**config.mk**
```make
export PLATFORM = sky130hd
export DESIGN_NAME = seg_serial_ctrl
export DESIGN_NICKNAME = d
export VERILOG_FILES = /design/src/rtl/seg_ctrl_pkg.sv /design/src/rtl/seg_flash_gen.sv /design/src/rtl/seg_serial_ctrl.sv
export SDC_FILE = /design/constraint.sdc
export NUM_CORES = 1
export LEC_CHECK = 0
export CAP_MARGIN = 15
export CORE_MARGIN = 2
export CORE_UTILIZATION = 48
export DETAILED_ROUTE_END_ITERATION = 10
export PLACE_DENSITY = 0.75
export SETUP_SLACK_MARGIN = 0.3
export SLEW_MARGIN = 20
export SYNTH_ARGS = -nofsm -noshare
export SYNTH_HDL_FRONTEND = slang
export SYNTH_SLANG_ARGS = --single-unit
```
**constraint.sdc**
```tcl
create_clock -name clk -period 3.4 [get_ports clk]
set_input_delay 0.68 -clock clk [delete_from_list [all_inputs] [get_ports clk]]
set_output_delay 0.68 -clock clk [all_outputs]
set_load 0.02 [all_outputs]
```
**src/rtl/seg_ctrl_pkg.sv**
```systemverilog
// Shared types and sizes for the seven-segment serial display path.
package seg_ctrl_pkg;

  typedef enum logic [1:0] {
    IDLE,
    SHIFT,
    DONE
  } seg_state_t;

  localparam int SEG_DIGITS = 8;
  localparam int SEG_BITS   = SEG_DIGITS * 8;

endpackage

```
**src/rtl/seg_flash_gen.sv**
```systemverilog
// Free-running blink counter; flash is the registered counter MSB.
// Latency: flash tracks counter[FLASH_W-1] with no extra delay.
// Backpressure: none, runs every clk cycle.
module seg_flash_gen #(
  parameter int FLASH_W = 24
) (
  input  logic clk,
  input  logic rst,
  output logic flash
);

  logic [FLASH_W-1:0] cnt;
  logic [FLASH_W-1:0] cnt_nxt;

  assign cnt_nxt = cnt + FLASH_W'(1);

  // flash takes the MSB of the incremented value so it equals the current count MSB.
  always_ff @(posedge clk or posedge rst) begin
    if (rst) begin
      cnt   <= '0;
      flash <= 1'b0;
    end else begin
      cnt   <= cnt_nxt;
      flash <= cnt_nxt[FLASH_W-1];
    end
  end

endmodule

```
**src/rtl/seg_serial_ctrl.sv**
```systemverilog
// Shifts the 64-bit segment pattern MSB first to the external chain and makes the blink strobe.
// Latency: done pulses 128*CLK_DIV+1 cycles after the start edge.
// Backpressure: start during a transfer is remembered as one rerun; seg_data is sampled only at load.
module seg_serial_ctrl
  import seg_ctrl_pkg::*;
#(
  parameter int CLK_DIV = 2,
  parameter int FLASH_W = 24
) (
  input  logic        clk,
  input  logic        rst,
  input  logic [63:0] seg_data,
  input  logic        start,
  output logic        busy,
  output logic        done,
  output logic        seg_clk,
  output logic        seg_sout,
  output logic        seg_pen,
  output logic        seg_clrn,
  output logic        flash
);

  localparam int             PW       = $clog2(CLK_DIV) + 1;
  localparam logic [PW-1:0]  PH_RISE  = PW'(CLK_DIV - 1);
  localparam logic [PW-1:0]  PH_LAST  = PW'(2 * CLK_DIV - 1);
  localparam logic [6:0]     BIT_LAST = 7'(SEG_BITS - 1);

  if (CLK_DIV < 1) begin : g_bad_clk_div
    $error("seg_serial_ctrl: CLK_DIV must be 1 or more");
  end

  seg_state_t          state;
  logic [SEG_BITS-2:0] shreg;
  logic [6:0]          bit_cnt;
  logic [PW-1:0]       phase;
  logic                pending;
  logic                load;

  // A rerun is taken straight out of DONE, so pending never survives into IDLE.
  assign load = ((state == IDLE) && start) ||
                ((state == DONE) && (pending || start));

  always_ff @(posedge clk or posedge rst) begin
    if (rst) begin
      state    <= IDLE;
      shreg    <= '0;
      bit_cnt  <= '0;
      phase    <= '0;
      pending  <= 1'b0;
      busy     <= 1'b0;
      done     <= 1'b0;
      seg_clk  <= 1'b0;
      seg_sout <= 1'b0;
      seg_pen  <= 1'b0;
      seg_clrn <= 1'b0;
    end else begin
      seg_clrn <= 1'b1;
      done     <= 1'b0;
      if (load) begin
        state    <= SHIFT;
        shreg    <= seg_data[SEG_BITS-2:0];
        seg_sout <= seg_data[SEG_BITS-1];
        bit_cnt  <= '0;
        phase    <= '0;
        pending  <= 1'b0;
        busy     <= 1'b1;
        seg_clk  <= 1'b0;
        seg_pen  <= 1'b0;
      end else begin
        case (state)
          SHIFT: begin
            if (start) pending <= 1'b1;
            // Data moves only as seg_clk falls, giving CLK_DIV cycles of setup.
            if (phase == PH_LAST) begin
              phase    <= '0;
              seg_clk  <= 1'b0;
              seg_sout <= shreg[SEG_BITS-2];
              shreg    <= {shreg[SEG_BITS-3:0], 1'b0};
              bit_cnt  <= bit_cnt + 7'd1;
              if (bit_cnt == BIT_LAST) begin
                state   <= DONE;
                done    <= 1'b1;
                busy    <= 1'b0;
                seg_pen <= 1'b1;
              end
            end else begin
              phase <= phase + PW'(1);
              if (phase == PH_RISE) seg_clk <= 1'b1;
            end
          end
          DONE:    state <= IDLE;
          IDLE:    state <= IDLE;
          default: state <= IDLE;
        endcase
      end
    end
  end

  seg_flash_gen #(
    .FLASH_W(FLASH_W)
  ) u_flash (
    .clk  (clk),
    .rst  (rst),
    .flash(flash)
  );

endmodule

```
After elaboration in Yosys (flattened, before gate mapping):

Cells that the tools add are included.

* bits in read-only memories: 0
* output and inout bits: 7
* latch bits: 0
* memory bits (writable): 0
* word-level logic and storage cells: 73
* bits in registers: 106
* memories: 0

* muxes and demuxes: 35
* add/sub/neg operators: 3
* div/mod/pow operators: 0
* $mul: 0
* shift operators: 0
* bitwise logic cells: 0
* equality and inequality tests: 7
* magnitude comparators: 0
* reductions and logical operators: 15

Operator list (number)
* 63-bit 2-to-1 mux: 3
* 24-bit by 1-bit adder with 24-bit output (second input constant): 1
* 1-bit 2-to-1 mux: 22
* 7-bit 2-to-1 mux: 3
* 2-bit 2-to-1 mux: 7
* 2-bit AND reduction: 4
* 2-bit nonzero test: 4
* 7-bit by 1-bit adder with 7-bit output (second input constant): 1
* 7-bit by 6-bit == test with 1-bit output (second input constant): 1
* 3-bit inequality test (second input constant): 2
* 2-bit by 1-bit == test with 1-bit output (second input constant): 2
* 2-bit == test (second input constant): 2
* 3-bit AND reduction: 1
* 3-bit nonzero test: 1
* 2-bit by 1-bit adder with 2-bit output (second input constant): 1
* 1-bit logical AND: 2
* 2-bit zero test: 1
* 1-bit logical OR: 2

Longest topological paths before layout:

* depth after elaboration: 5
* gate-level depth with buffers: 7
* gate-level depth less buffers: 5

Cells and area by module:

Synthesis repeated with hierarchy kept, for this count alone.

* cell total of the unflattened synthesis: 439
* area total of the unflattened synthesis: 4822.1 um^2

Modules (own cells, without submodules)
* seg_serial_ctrl: area each 3808.7 um^2, cells each 356, instances 1, sequential area each 2026.9 um^2
* seg_flash_gen: area each 1013.5 um^2, cells each 83, instances 1, sequential area each 600.6 um^2

Worst setup path before layout:

No wires, ideal clock.

* kind: input port to flip-flop
* start point: input port start
* end point: register bit_cnt[5]
* buffers on the path: 3
* arrival time: 1.511 ns
* required time: 3.271 ns
* setup slack: 1.760 ns
* cell stages on the path: 7
* setup time: 0.129 ns
* path through: a21oi_1 or2_1 buf_2 buf_2 buf_4 o211ai_1 o31ai_1

* longest elaborated chain between the ends: 5
* elaborated cells between the ends (all ways): 8

RTL lines
* start: declaration: RTL line seg_serial_ctrl.sv:13 `input logic start,`
* 1-bit logical OR: RTL line seg_serial_ctrl.sv:41 `((state == DONE) && (pending || start));`
* 1-bit logical AND: RTL line seg_serial_ctrl.sv:41
* 1-bit logical OR (*): RTL line seg_serial_ctrl.sv:40 `assign load = ((state == IDLE) && start) ||`
* 2-bit nonzero test (no source line)
* 2-bit AND reduction (no source line)
* end signal: assignment: RTL line seg_serial_ctrl.sv:79 `bit_cnt <= bit_cnt + 7'd1;`
* end: declaration: RTL line seg_serial_ctrl.sv:34 `logic [6:0] bit_cnt;`

Mark *: on every way between the ends. The rest lies on a longest branch, timed or not.
A chain may end at the register's enable or synchronous reset.

Worst setup path in the final report:

* start point: register phase[0]
* end point: register shreg[19]

* longest elaborated chain between the ends: 3

RTL lines
* start: declaration: RTL line seg_serial_ctrl.sv:35 `logic [PW-1:0] phase;`
* start signal: assignment: RTL line seg_serial_ctrl.sv:87 `phase <= phase + PW'(1);`
* 2-bit == test: RTL line seg_serial_ctrl.sv:74 `if (phase == PH_LAST) begin`
* 2-bit nonzero test (no source line)
* 2-bit AND reduction (no source line)
* end signal: assignment: RTL line seg_serial_ctrl.sv:61 `shreg <= seg_data[SEG_BITS-2:0];`
* end signal: assignment: RTL line seg_serial_ctrl.sv:78 `shreg <= {shreg[SEG_BITS-3:0], 1'b0};`
* end: declaration: RTL line seg_serial_ctrl.sv:33 `logic [SEG_BITS-2:0] shreg;`

No other way between the ends.

==> qor.csv <==
metric,value,unit
outcome,completed,
fill count,818,
pwr dens,674,nW/um^2
Crit. End Element,flop,
reg2reg setup slack,1.25,ns
DR WL/cell,13.5,um
Rel. slew slack,41.7,%
Mapped Cells,512,
Worst Path Buf+Inv,1,
CTS root buf,clkbuf_8,
Post-CTS Resized,0,
Critical Path AT,2.42,ns
grt ovf,0,
CTS tree,done,
CORE AREA,9590,sq um
fin nets,643,
"CP delay by family, top",simple AND/OR/NAND/NOR gates,
first-pass detailed-route iteration total,4,
RePlAce Congestion,0.820,
LEAKAGE,2.60,nW
# setup viols final,0,
post-route ant nets,0,
Tcrit/Tclk final,63.4,%
via count,3723,
initial antenna violation count,0,
number of CTS-inserted buffers,9,
clock latency on the worst-skew pair,0.36,ns
setup_tns,0,ns
critical path peak fanout,37,
CP cell instances,ha_1 > and3b_2 > buf_4 > nand2_1 > a31oi_1,
largest area contributor in the synthesized netlist,dfrtp_1,
yosys warns,0,
first-iteration detailed-routing DRC count,184,
Final WS setup,1.25,ns
Crit Path Class,reg2reg,
Vias/cell,5.24,
final core occ,59.6,%
max-slew violations,0,
GRT Total Usage,19.6,%
Setup WS pre-CTS,0.926,ns
delay of the slowest cell on the worst path,0.67,ns
Hold Buf Count CTS,0,
Remaining DRCs,0,
IO Count,74,
FP Rows,36,
Syn Nets,583,
# Post-CTS Setup Buffers,0,
final hold vios,0,
Hold Path Class,reg2reg,
DP HPWL,6.45,mm
# Max-Cap Violations,0,
vias in the first global route,3690,
Syn Std Cell Area,4680,sq um
fmax,464,MHz
full die area,10500,sq um
share of layout cells above drive strength 1,6.24,%
H-tree Lvls,3,
first-pass GRT wire length,16.4,mm
FF/Latch Area,2630,sq um
register area share after synthesis,56.2,%
Max clock buf depth,2,
Synth top area share,56.2,%
Tmin final,2.15,ns
Worst Tran Pin Value,0.871,ns
Worst setup SP type,flop,
Starting Density,48.7,%
Die X-Extent,103,um
Ant. Diodes,0,
Yosys cell types,34,
largest net degree at the start of global routing,59,
"top cells by area, synth","dfrtp_1 (56%), nand2_1 (12%), a31oi_1 (8.4%)",
syn avg cell area,9.13,sq um
Critical-path top delay cell,and3b_2,
chip height,103,um
clock tree sinks,105,
"Req. time, crit path",3.67,ns
RSZ-0062 raised after global routing,no,
Multi-input gate area,1880,sq um
port bufs,73,
Seq cells post-synth,105,
Clock Skews,0.0139,ns
worst vdd ir,0.381,mV
DRT Wirelength,9.59,mm
Clock transition at path regs,0.09,ns
Layout area overhead,22.3,%
## cells in the final DEF (no fill, tap or decap), types with 3 or more instances in the layout
cell	Yosys	final
nor4_1	3	3
clkbuf_8	0	11
xor2_1	15	15
xnor2_1	10	10
nor4_2	3	3
a31oi_1	63	63
buf_4	2	5
clkinv_2	0	3
nand3_1	8	8
nor3_1	10	10
clkdlybuf4s50_1	0	73
nand2_1	144	143
nor2_1	75	75
dfrtp_1	105	105
ha_1	4	4
o21ai_0	6	6
inv_1	9	8
## power by group
group	total, mW	switching, mW	internal, mW
clock network	0.782	0.403	0.378
logic	1.13	0.622	0.508
registers	1.94	0.248	1.69
## logic make-up (layout without fill, tap and decap cells)
group	count (synthesis)	after routing	share of synthesized area [%]
and+or+nand+nor	261	261	24.0
buffers and inverters	40	105	3.83
xor gates and xnor gates	25	25	4.68
AOI/OAI and AO/OA	75	75	9.90
DFF	105	105	56.2
other	1	1	0.0802
adders and majority gates	4	4	1.07
muxes	1	1	0.214
## sequential cells by signal, indices dropped and copies added (netlist names)
register,count
u_flash.cnt,24
busy,1
seg_clk,1
bit_cnt,7
seg_pen,1
seg_sout,1
seg_clrn,1
shreg,63
pending,1
done,1
state,2
phase,2
## cell type report
cell class	count	area share [%]
clock inverter	5	0.941
timing repair buffer	80	14.1
multi-input combinational	367	32.8
sequential	105	45.9
clock buffer	11	2.65
inverter	9	0.656
tap	133	2.91
## routing by layer
| layer | vias up | part of all wire [%] | GRT usage (%) |
|---|---|---|---|
| li1 | 1822 | - | - |
| met1 | 1802 | 47 | 26.8 |
| met2 | 87 | 47 | 31.4 |
| met3 | 12 | 4.0 | 3.59 |
| met4 | 0 | 1.8 | 7.08 |
| met5 | - | 0 | 0 |
## final timing paths
path	startpoint	end	cells past startpoint
min in group asynchronous	rst	seg_clrn	2
hold reg to reg	u_flash.cnt[14]	u_flash.cnt[14]	1
setup / recovery	phase[0]	shreg[19]	5
setup reg to reg	phase[0]	shreg[19]	5
hold / removal	u_flash.cnt[14]	u_flash.cnt[14]	1
max in group asynchronous	rst	bit_cnt[3]	3
## synthesized netlist by cell type, drive strengths merged
cell type,instances
a31oi,63
nor2,75
and3b,1
and3,2
nand2b,2
clkbuf,12
conb,1
buf,19
nor2b,2
o211ai,1
nand4,4
or2,2
o22ai,1
o31ai,2
dfrtp,105
nand2,144
xor2,15
nor3,10
xnor2,10
mux2i,1
ha,4
o21ai,6
nor4,6
and4,4
inv,9
a21oi,2
nand3,9
## worst register-to-register path: cells and delay by family (launching register included)
kind | cells | cell delay, ns
AO/OA/AOI/OAI | 1 | 0.20
AND/OR/NAND/NOR | 2 | 0.77
flip-flops | 1 | 0.41
adder cells (fa/ha/maj) | 1 | 0.25
buffers and inverters | 1 | 0.43
## through the flow
stage | instances | hold WS (ns) | instance area (sq um) | total power [mW]
floorplan | 512 | 0.434 | 4680 | 2.78
global placement | 694 | 0.451 | 5520 | 3.04
detailed placement | 694 | 0.455 | 5520 | 3.10
CTS | 710 | 0.470 | 5720 | 3.89
global route | 710 | 0.485 | 5720 | 4.16
finish | 710 | 0.469 | 5720 | 3.85
(Power assumes the default switching activity.)
